<file path="src/rtl/img_src_ctrl.sv">
// Image source controller: reads pixels from a byte source in raster order and
// streams them through a 4-entry skid FIFO with sof/eol sideband.
//
// state | meaning
// IDLE  | waiting for start
// LINE  | issuing source reads for the current line
// HGAP  | idle gap between lines
// DRAIN | waiting for FIFO and in-flight read to empty, then frame_done
// VGAP  | idle gap between frames in continuous mode
module img_src_ctrl #(
    parameter int DATA_WIDTH = 8,
    parameter int IMG_W      = 640,
    parameter int IMG_H      = 480,
    parameter int H_GAP      = 16,
    parameter int V_GAP      = 64
) (
    input  logic                  clk,
    input  logic                  rst,
    input  logic                  start,
    input  logic                  continuous,
    output logic                  busy,
    output logic                  src_rd_en,
    input  logic                  src_valid,
    input  logic [DATA_WIDTH-1:0] src_data,
    output logic [DATA_WIDTH-1:0] m_data,
    output logic                  m_valid,
    input  logic                  m_ready,
    output logic                  m_sof,
    output logic                  m_eol,
    output logic                  frame_done
);

    typedef enum logic [2:0] {IDLE, LINE, HGAP, DRAIN, VGAP} state_t;

    localparam logic [11:0] X_LAST = 12'(IMG_W - 1);
    localparam logic [11:0] Y_LAST = 12'(IMG_H - 1);
    localparam logic [15:0] H_LOAD = (H_GAP > 0) ? 16'(H_GAP - 1) : 16'd0;
    // The frame_done cycle is the first idle cycle of the inter-frame gap.
    localparam logic [15:0] V_LOAD = (V_GAP > 1) ? 16'(V_GAP - 2) : 16'd0;

    state_t state, state_nxt;

    logic [11:0] x, y;
    logic [15:0] gap_cnt;
    logic        in_flight, tag_sof, tag_eol;
    logic        x_last, y_last, gap_done;

    logic [DATA_WIDTH+1:0] fifo_mem [4];
    logic [1:0]            wr_ptr, rd_ptr;
    logic [2:0]            fifo_cnt;
    logic                  wr_en, pop;

    assign x_last   = (x == X_LAST);
    assign y_last   = (y == Y_LAST);
    assign gap_done = (gap_cnt == 16'd0);
    assign busy     = (state != IDLE);

    // Beats returning after a reset have no matching read and are dropped.
    assign wr_en   = src_valid && in_flight;
    assign m_valid = (fifo_cnt != 3'd0);
    assign pop     = m_valid && m_ready;
    assign {m_data, m_sof, m_eol} = m_valid ? fifo_mem[rd_ptr] : '0;

    always_ff @(posedge clk or posedge rst) begin
        if (rst) begin
            state <= IDLE;
        end else begin
            state <= state_nxt;
        end
    end

    always_comb begin
        state_nxt  = state;
        src_rd_en  = 1'b0;
        frame_done = 1'b0;
        case (state)
            IDLE: begin
                if (start) state_nxt = LINE;
            end
            LINE: begin
                src_rd_en = (fifo_cnt + {2'b00, in_flight}) < 3'd4;
                if (src_rd_en && x_last) state_nxt = y_last ? DRAIN : HGAP;
            end
            HGAP: begin
                if (gap_done) state_nxt = LINE;
            end
            DRAIN: begin
                if (!m_valid && !in_flight) begin
                    frame_done = 1'b1;
                    state_nxt  = continuous ? VGAP : IDLE;
                end
            end
            VGAP: begin
                if (gap_done) state_nxt = LINE;
            end
            default: state_nxt = IDLE;
        endcase
    end

    always_ff @(posedge clk or posedge rst) begin
        if (rst) begin
            x         <= '0;
            y         <= '0;
            gap_cnt   <= '0;
            in_flight <= 1'b0;
            tag_sof   <= 1'b0;
            tag_eol   <= 1'b0;
        end else begin
            in_flight <= src_rd_en;
            if (src_rd_en) begin
                tag_sof <= (x == 12'd0) && (y == 12'd0);
                tag_eol <= x_last;
                x       <= x_last ? 12'd0 : x + 12'd1;
                gap_cnt <= H_LOAD;
            end
            case (state)
                IDLE: begin
                    if (start) begin
                        x <= '0;
                        y <= '0;
                    end
                end
                HGAP: begin
                    if (gap_done) y <= y + 12'd1;
                    else          gap_cnt <= gap_cnt - 16'd1;
                end
                DRAIN: gap_cnt <= V_LOAD;
                VGAP: begin
                    if (gap_done) begin
                        x <= '0;
                        y <= '0;
                    end else begin
                        gap_cnt <= gap_cnt - 16'd1;
                    end
                end
                default: ;
            endcase
        end
    end

    always_ff @(posedge clk) begin
        if (wr_en) fifo_mem[wr_ptr] <= {src_data, tag_sof, tag_eol};
    end

    always_ff @(posedge clk or posedge rst) begin
        if (rst) begin
            wr_ptr   <= '0;
            rd_ptr   <= '0;
            fifo_cnt <= '0;
        end else begin
            if (wr_en) wr_ptr <= wr_ptr + 2'd1;
            if (pop)   rd_ptr <= rd_ptr + 2'd1;
            case ({wr_en, pop})
                2'b10:   fifo_cnt <= fifo_cnt + 3'd1;
                2'b01:   fifo_cnt <= fifo_cnt - 3'd1;
                default: fifo_cnt <= fifo_cnt;
            endcase
        end
    end

endmodule

</file>
<file path="config.mk">
export PLATFORM = sky130hd
export DESIGN_NAME = img_src_ctrl
export DESIGN_NICKNAME = d
export VERILOG_FILES = /design/src/rtl/img_src_ctrl.sv
export SDC_FILE = /design/constraint.sdc
export NUM_CORES = 1
export LEC_CHECK = 0
export BUFFER_PORTS_ARGS = -buffer_cell sky130_fd_sc_hd__buf_4
export CORE_MARGIN = 10
export CORE_UTILIZATION = 55
export DETAILED_ROUTE_END_ITERATION = 10
export GPL_TIMING_DRIVEN = 0
export HOLD_SLACK_MARGIN = 0.15
export PLACE_DENSITY = 0.73
export SLEW_MARGIN = 20
export SYNTH_ARGS = -nofsm -noshare
export SYNTH_HDL_FRONTEND = slang
export SYNTH_SLANG_ARGS = --single-unit
</file>
<file path="constraint.sdc">
create_clock -name clk -period 2.9 [get_ports clk]
set_input_delay 0.58 -clock clk [delete_from_list [all_inputs] [get_ports clk]]
set_output_delay 0.58 -clock clk [all_outputs]
set_load 0.05 [all_outputs]
</file>
==> flow_summary.toml, run 1 <==
[run_status]
status = "finished clean"

[clock_tree]
path_clk_slew_ps = 90
clock_tree.root_cell = "clkbuf_8"
clk_latency_ps = 360
cts_setup_buffers = 0
cts_tree = "done"
cts_sinks = 93
cts_max_level = 3
clock_path_buffers = 2
cts-buffers-inserted = 9

[floorplanning]
boundaryPins = 28
start_util = 0.569
die_h_microns = 113
coreArea_sq_mm = 0.00830
rows = 33
dieWidth_microns = 113
die_area_sq_mm = 0.0127

[route]
ant_nets = 0
drt_wl_total_microns = 9950
dr.pass1.iters = 4
vias = 3364
route.detailed.drc = 0
drt_iter0_markers = 185
wire_per_inst_microns = 17.9
via_per_inst = 6.05

[final_layout]
fillers = 665
multi_input_area_sq_mm = 0.00204
final_util = 0.636
final-seq-area_sq_mm = 0.00253
drive_gt1_frac = 0.166
layoutNonFillerInstCount = 556
synthToLayoutAreaGrowth_pct = 11.8
num_antenna_cells = 0
final_nets = 472

[setup_path]
critPathMaxStageDelay_ps = 560
startpoint_type = "flop"
cp_cell_sequence = "clkdlybuf4s15_2, mux4_2, and2_1, buf_4"
cp.required_ps = 2320
path_delay_family = "buffers and inverters"
end_kind = "output pin"
path_class = "reg2out"
cp.arrival_ps = 2170
cpMaxStageDelayCell = "mux4_2"
crit_buf_inv = 2
crit_fanout = 10

[timing]
hold_viol = 0
slew_headroom = 0.403
max_freq_mhz = 364
period_needed_ps = 2750
clock_skew_ps = 5.57
fin_crit_sh = 0.948
setup_viol = 0
setup-tns-final_ps = 0
setup_ws_ps = 150
worstMarginPinSlew_ps = 889
slew_viol_final = 0
rsz0062_at_grt = "no"

[grt]
grt_pass1_vias = 3334
grt_use_total = 0.161
grt_pass1_wl_microns = 16900
grt_max_degree = 54
grt_antenna_before_repair = 0
gr-total-overflow = 0

[yosys]
synth_edf_count = 40
ys_seq_area_frac = 0.536
ys.flop_type = "dfrtp_1"
netlist-cell-type-count = 61
syn_avg_cell_area_sq_um = 11.5
ys_ff_latch = 93
synth_fp_nets = 435
synthCells = 409
async_flop_share = 0.570
syn_area_sq_mm = 0.00472
ys_warn_count = 0

[place]
pre_cts_ws_ps = 253
dp_cells = 541
gp_congestion = 0.894
dp_hpwl_microns = 6980
io_buffers = 27

[flow_run]
drv_cap = 0

[min_path]
min_path_type = "in2async"

[pwr]
power_density_mw_per_mm2 = 892
irDropWorstVdd_v = 0.000380
power_leakage_uw = 0.00206
[routing by layer]
metal  track usage  wire length [microns]
met3        0.0309                    570
met2         0.260                   4850
met5             0                      0
met1         0.210                   4480
met4        0.0601                     50
[path summary, 6_finish.rpt]
| kind | depth (start not counted) | to | startpoint | slack (ps) |
|---|---|---|---|---|
| hold reg to reg | 1 | y[11] | y[11] | 520 |
| max in group asynchronous | 2 | y[4] | rst | 2140 |
| setup / recovery | 4 | m_data[2] | rd_ptr[0] | 150 |
| hold / removal | 2 | rd_ptr[0] | rst | 330 |
| setup reg to reg | 6 | x[9] | in_flight | 440 |
| min in group clk | 1 | fifo_mem[0][3] | src_data[1] | 420 |
[power breakdown]
part	internal (uW)	switching (uW)	leakage [uW]
logic	702	1180	0.000958
registers	1660	266	0.00100
clock network	412	490	0.000101
[cell usage after synthesis, types with 2 or more instances]
master	number	area (sq um)
a211oi_1	4	30.0
inv_1	14	52.6
a221o_1	2	20.0
a22o_1	8	70.1
dfrtp_1	53	1330
nand2_1	27	101
nor4_1	16	100
nand2b_1	4	25.0
nand4_1	9	56.3
nor2_1	30	113
mux4_2	10	225
mux2_2	2	22.5
nor2b_1	4	25.0
xor2_1	9	78.8
a21o_1	3	22.5
o21ai_0	12	60.1
a32o_1	2	20.0
and3_1	7	43.8
or3_1	7	43.8
and2_1	12	75.1
o31ai_1	9	67.6
a21oi_1	6	30.0
o41ai_1	3	26.3
nand3_1	12	60.1
ha_1	11	138
o21a_1	3	22.5
a211o_1	2	17.5
edfxtp_1	40	1200
nand4b_1	2	17.5
a31oi_1	4	25.0
o31a_1	2	17.5
or2_2	3	18.8
buf_6	4	45.0
clkbuf_1	13	48.8
nor3_1	22	110
xnor2_1	12	105
or4_1	2	15.0
[metrics by stage]
step / area, sq um / total power (uW) / hold slack (ps)
after CTS: 5270 / 4730 / 350
after global placement: 5050 / 3780 / 481
after floorplan: 4720 / 3290 / 452
after global routing: 5280 / 4990 / 372
final: 5280 / 4710 / 328
after detailed placement: 5050 / 3830 / 501
[kinds of logic after synthesis]
group,synth area share
compound gates,0.116
xor+xnor,0.0390
fa+ha+maj,0.0334
buf+inv,0.0342
flops,0.536
mux,0.0546
simple gates,0.187
[sequential cells by signal, summed over array words and instances, names as in the netlist]
register and cells:
fifo_mem 40, gap_cnt 16, x 12, y 12
fifo_cnt 3, state 3, rd_ptr 2, wr_ptr 2
in_flight 1, tag_eol 1, tag_sof 1
[cells in the final DEF (no fill, tap or decap), types with 10 or more instances in the layout]
cell      instances
edfxtp_1         40
o21ai_0          12
nand3_1          12
dfrtp_1          53
ha_1             11
and2_1           12
inv_1            13
mux4_2           10
xnor2_1          12
clkbuf_1         11
buf_4            28
nor4_1           16
nor2_1           29
nor3_1           22
nand2_1          27
[cell type report]
cell class / instances / share of cell area
multi-input cells: 282 / 0.387
well taps: 105 / 0.0249
inverters: 15 / 0.0111
clock buffers: 9 / 0.0235
plain buffers: 18 / 0.0209
flip-flops and latches: 93 / 0.479
repair buffers: 27 / 0.0384
clock inverters: 7 / 0.0154
[what timing repair did]
action / CTS / global route
cloned: 0 / 0
gates resized for setup: 2 / 4
endpoints found under the setup margin: 8 / 1
hold buffers: 0 / 0
No activity file was read; power rests on OpenSTA's default activity.
==> run 2: changes to the inputs <==
--- a/config.mk
+++ b/config.mk
@@ -6,12 +6,14 @@
 export NUM_CORES = 1
 export LEC_CHECK = 0
 export BUFFER_PORTS_ARGS = -buffer_cell sky130_fd_sc_hd__buf_4
+export CELL_PAD_IN_SITES_DETAIL_PLACEMENT = 1
+export CELL_PAD_IN_SITES_GLOBAL_PLACEMENT = 1
 export CORE_MARGIN = 10
-export CORE_UTILIZATION = 55
+export CORE_UTILIZATION = 49
 export DETAILED_ROUTE_END_ITERATION = 10
 export GPL_TIMING_DRIVEN = 0
 export HOLD_SLACK_MARGIN = 0.15
-export PLACE_DENSITY = 0.73
+export PLACE_DENSITY_LB_ADDON = 0.1
 export SLEW_MARGIN = 20
 export SYNTH_ARGS = -nofsm -noshare
 export SYNTH_HDL_FRONTEND = slang
==> flow_summary.toml, run 2 (synthesized netlist as in run 1, its figures left out) <==
[grt]
gr-usage-met1 = 0.217
grt_antenna_before_repair = 0
grt_use_met3 = 0.0343
grt_use_total = 0.173
grt_max_degree = 54
gr-total-overflow = 0
grt.busiest_layer = "met2"
grt_pass1_wl_microns = 19800
grt_pass1_vias = 3696
use_met2 = 0.295

[final_layout]
postLayoutCellArea_sq_mm = 0.00532
largest_reg_flops = 40
drive_gt1_frac = 0.167
synthToLayoutAreaGrowth_pct = 12.7
fillers = 1006
top_regs = "fifo_mem (40), gap_cnt (16)"
final_common_cell = "dfrtp_1"
final_cell_mix = "53 x dfrtp_1, 40 x edfxtp_1, 29 x nor2_1, 28 x buf_4, 27 x nand2_1"
num_antenna_cells = 0
final_util = 0.570
final_nets = 471
regMostFlops = "fifo_mem"

[clock_tree]
clock_path_buffers = 2
clk_latency_ps = 360
path_clk_slew_ps = 100
cts_tree = "done"
clock_tree.root_cell = "clkbuf_8"
cts_sinks = 93
cts_setup_buffers = 0
cts-buffers-inserted = 9
cts_max_level = 3

[place]
gp_congestion = 0.844
dp_hpwl_microns = 8420
io_buffers = 27
placed_area_sq_mm = 0.00508
pre_cts_ws_ps = 232

[timing]
whs_ps = 319
period_needed_ps = 2760
max_freq_mhz = 363
slew_viol_final = 0
setup_viol = 0
setup-tns-final_ps = 0
worstMarginPinSlew_ps = 939
fin_crit_sh = 0.950
rsz0062_at_grt = "no"
setup_ws_ps = 144
clock_skew_ps = 15.6
slew_headroom = 0.369
hold_viol = 0

[floorplanning]
die_area_sq_mm = 0.0140
rows = 35
dieWidth_microns = 118
start_util = 0.506
coreArea_sq_mm = 0.00933
boundaryPins = 28
die_h_microns = 118

[setup_path]
end_kind = "output pin"
crit_fanout = 10
cpMaxStageDelayCell = "mux4_2"
cp.arrival_ps = 2180
cp.required_ps = 2320
critPathMaxStageDelay_ps = 570
cp_cell_sequence = "clkdlybuf4s15_2, mux4_2, and2_1, buf_4"
path_class = "reg2out"
startpoint_type = "flop"

[route]
via_per_inst = 6.01
drt_wl_total_microns = 11900
ant_nets = 0
dr.pass1.iters = 5
wire_per_inst_microns = 20.5
drt_iter0_markers = 206
route.detailed.drc = 0
vias = 3481

[pwr]
power_density_mw_per_mm2 = 919
power_leakage_uw = 0.00206
irDropWorstVdd_v = 0.000489

[flow_run]
drv_cap = 0

[run_status]
status = "finished clean"

[min_path]
min_path_type = "in2async"
[run 2: where the power goes]
part / switching, uW / internal, uW
sequential: 286 / 1660
clock: 486 / 496
combinational: 1250 / 708
[run 2: worst max-delay path: cells and delay by family (launching register included)]
| kind | cells | cell delay, ps |
|---|---|---|
| buffers and inverters | 2 | 660 |
| multiplexers | 1 | 570 |
| flip-flops | 1 | 430 |
| AND/OR/NAND/NOR | 1 | 170 |
[run 2: area by class of cell]
cell class                 count  area (sq um)  share of cell area
buffer                        17           106              0.0200
clock buffer                  10           128              0.0240
clock inverter                 6          95.1              0.0179
inverter                      15          58.8              0.0111
multi-input combinational    282          2040               0.383
sequential                    93          2530               0.475
tap                          129           161              0.0303
timing repair buffer          27           203              0.0381
[run 2: path summary, 6_finish.rpt]
kind	slack, ps	to	depth (start not counted)	startpoint
worst max-delay path	140	m_sof	4	rd_ptr[0]
worst min-delay path	320	x[10]	2	rst
worst max register to register	400	x[0]	6	in_flight
worst min register to register	520	y[11]	1	y[11]
max in group asynchronous	2120	state[0]	2	rst
min in group clk	410	fifo_mem[3][4]	1	src_data[2]
[run 2: metal layers]
layer	share of wire	vias to the layer above	wire length [microns]
li1	-	1617	-
met1	0.45	1776	5330
met2	0.50	73	5960
met3	0.033	15	394
met4	0.014	0	170
met5	0	-	0
[run 2: what timing repair did]
item | 4_1_cts | 5_1_grt
endpoints found under the setup margin | 9 | 2
pin swaps | 0 | 0
resized for setup | 4 | 2
hold buffers | 0 | 0
[run 2: through the flow]
| step | total power [uW] | instances |
|---|---|---|
| floorplan | 3290 | 409 |
| global placement | 3800 | 565 |
| detailed placement | 3920 | 565 |
| CTS | 4930 | 581 |
| global route | 5180 | 579 |
| finish | 4890 | 579 |
==> run 3: changes to the inputs <==
--- a/config.mk
+++ b/config.mk
@@ -5,10 +5,11 @@
 export SDC_FILE = /design/constraint.sdc
 export NUM_CORES = 1
 export LEC_CHECK = 0
+export ABC_CLOCK_PERIOD_IN_PS = 2900
 export BUFFER_PORTS_ARGS = -buffer_cell sky130_fd_sc_hd__buf_4
 export CELL_PAD_IN_SITES_DETAIL_PLACEMENT = 1
 export CELL_PAD_IN_SITES_GLOBAL_PLACEMENT = 1
-export CORE_MARGIN = 10
+export CORE_MARGIN = 2
 export CORE_UTILIZATION = 49
 export DETAILED_ROUTE_END_ITERATION = 10
 export GPL_TIMING_DRIVEN = 0
==> flow_summary.toml, run 3 (synthesized netlist as in run 1, its figures left out) <==
[run_status]
status = "finished clean"

[pwr]
p_seq_frac = 0.406
irDropWorstVdd_v = 0.000460
power_density_mw_per_mm2 = 913
power_leakage_uw = 0.00205
p_int_uw = 2780
power.switching_uw = 2050
pwr-share-comb = 0.401
clockPowerShare = 0.193
swShare = 0.425

[place]
gp_congestion = 0.840
io_buffers = 27
dp_hpwl_microns = 8320
dp_cells = 565

[clock_tree]
clock_path_buffers = 2
path_clk_slew_ps = 100
cts_max_level = 3
hold_buffers = 0
cts_tree = "done"
clock_tree.root_cell = "clkbuf_8"
cts-buffers-inserted = 9
clk_latency_ps = 370
cts_sinks = 93

[setup_path]
reg2regPathDepth = 6
end_kind = "output pin"
cp.arrival_ps = 2150
crit_fanout = 8
startpoint_type = "flop"
cp.required_ps = 2320
path_class = "reg2out"

[final_layout]
drive_gt1_frac = 0.165
final_cell_mix = "53 x dfrtp_1, 40 x edfxtp_1, 29 x nor2_1, 28 x buf_4, 27 x nand2_1"
final_nets = 470
multi_input_area_sq_mm = 0.00204
final-seq-area_sq_mm = 0.00253
layoutNonFillerInstCount = 578
num_antenna_cells = 0
top_regs = "fifo_mem (40), gap_cnt (16)"
fillers = 999
regMostFlops = "fifo_mem"
largest_reg_flops = 40
final_common_cell = "dfrtp_1"
synthToLayoutAreaGrowth_pct = 12.1

[floorplanning]
rows = 35
boundaryPins = 28
die_area_sq_mm = 0.0104
start_util = 0.508
die_h_microns = 102
dieWidth_microns = 102
coreArea_sq_mm = 0.00928

[timing]
slew_headroom = 0.315
max_freq_mhz = 366
fin_crit_sh = 0.942
slew_viol_final = 0
clock_skew_ps = 10.3
whs_ps = 306
period_needed_ps = 2730
setup_viol = 0
hold_viol = 0
rsz0062_at_grt = "yes"
worstMarginPinSlew_ps = 1020

[route]
ant_nets = 0
drt_iter0_markers = 82
via_per_inst = 6.00
vias = 3466
drt_wl_total_microns = 11900
route.detailed.drc = 0
dr.pass1.iters = 4
wire_per_inst_microns = 20.6

[grt]
gr-total-overflow = 0
grt_antenna_before_repair = 0
grt_max_degree = 54
grt_pass1_vias = 3606
grt_use_total = 0.243
grt_pass1_wl_microns = 19200

[min_path]
min_path_type = "in2async"

[flow_run]
drv_cap = 0
## run 3: cell count changes in the layout (fill, tap and decap cells not counted), sizes merged
cell	delta
clkinvlp	-2
inv	+2
clkinv	+2
bufinv	-1
buf	+1
clkdlybuf4s15	-1
clkbuf	-2
## run 3: path summary, 6_finish.rpt
check	end	slack (ps)	from
hold reg to reg	gap_cnt[12]	530	gap_cnt[12]
min in group clk	fifo_mem[0][8]	410	src_data[6]
setup reg to reg	x[0]	360	in_flight
setup / recovery	src_rd_en	170	in_flight
max in group asynchronous	fifo_cnt[2]	2100	rst
hold / removal	x[7]	310	rst
## run 3: area by class of cell
cell class                      instances  area share
Multi-Input combinational cell        282       0.386
Timing Repair Buffer                   27      0.0383
Sequential cell                        93       0.478
Tap cell                              129      0.0305
Buffer                                 16      0.0180
Clock buffer                            9      0.0234
Clock inverter                          7      0.0151
Inverter                               15      0.0111
## run 3: worst max-delay path, cell delays in order (launching register included)
cell and delay (ps):
dfrtp_1 460, nand3_1 200, xor2_2 370, nand2_1 260, clkinv_1 250, buf_4 240
## run 3: routing by layer
layer	GRT usage	up-vias	wire length [microns]
met4	0.0677	0	139
li1	-	1606	-
met2	0.422	61	6110
met5	0	-	0
met3	0.0376	12	377
met1	0.319	1787	5300
## run 3: timing repair
item	4_1_cts	5_1_grt
gates resized for setup	4	2
setup buffers	0	0
setup endpoints to repair	9	10
## run 3: per-stage QoR
step	power (uW)	utilization	setup TNS (ps)	setup slack [ps]	instance area (sq um)
final	4830	0.570	0	169	5290
after floorplan	3290	-	0	546	4720
after global placement	3800	0.547	0	218	5080
after CTS	4860	0.572	0	15.2	5310
after global routing	5110	0.570	-21.5	-21.5	5290
after detailed placement	3920	0.548	0	233	5080
## run 3: power by group through the flow
stage	clock [uW]	combinational, uW	sequential [uW]
2_1_floorplan	0	1420	1870
3_3_place_gp	0	1850	1950
3_5_place_dp	0	1950	1970
4_1_cts	942	1970	1950
5_1_grt	989	2120	2000
6_report	931	1940	1960
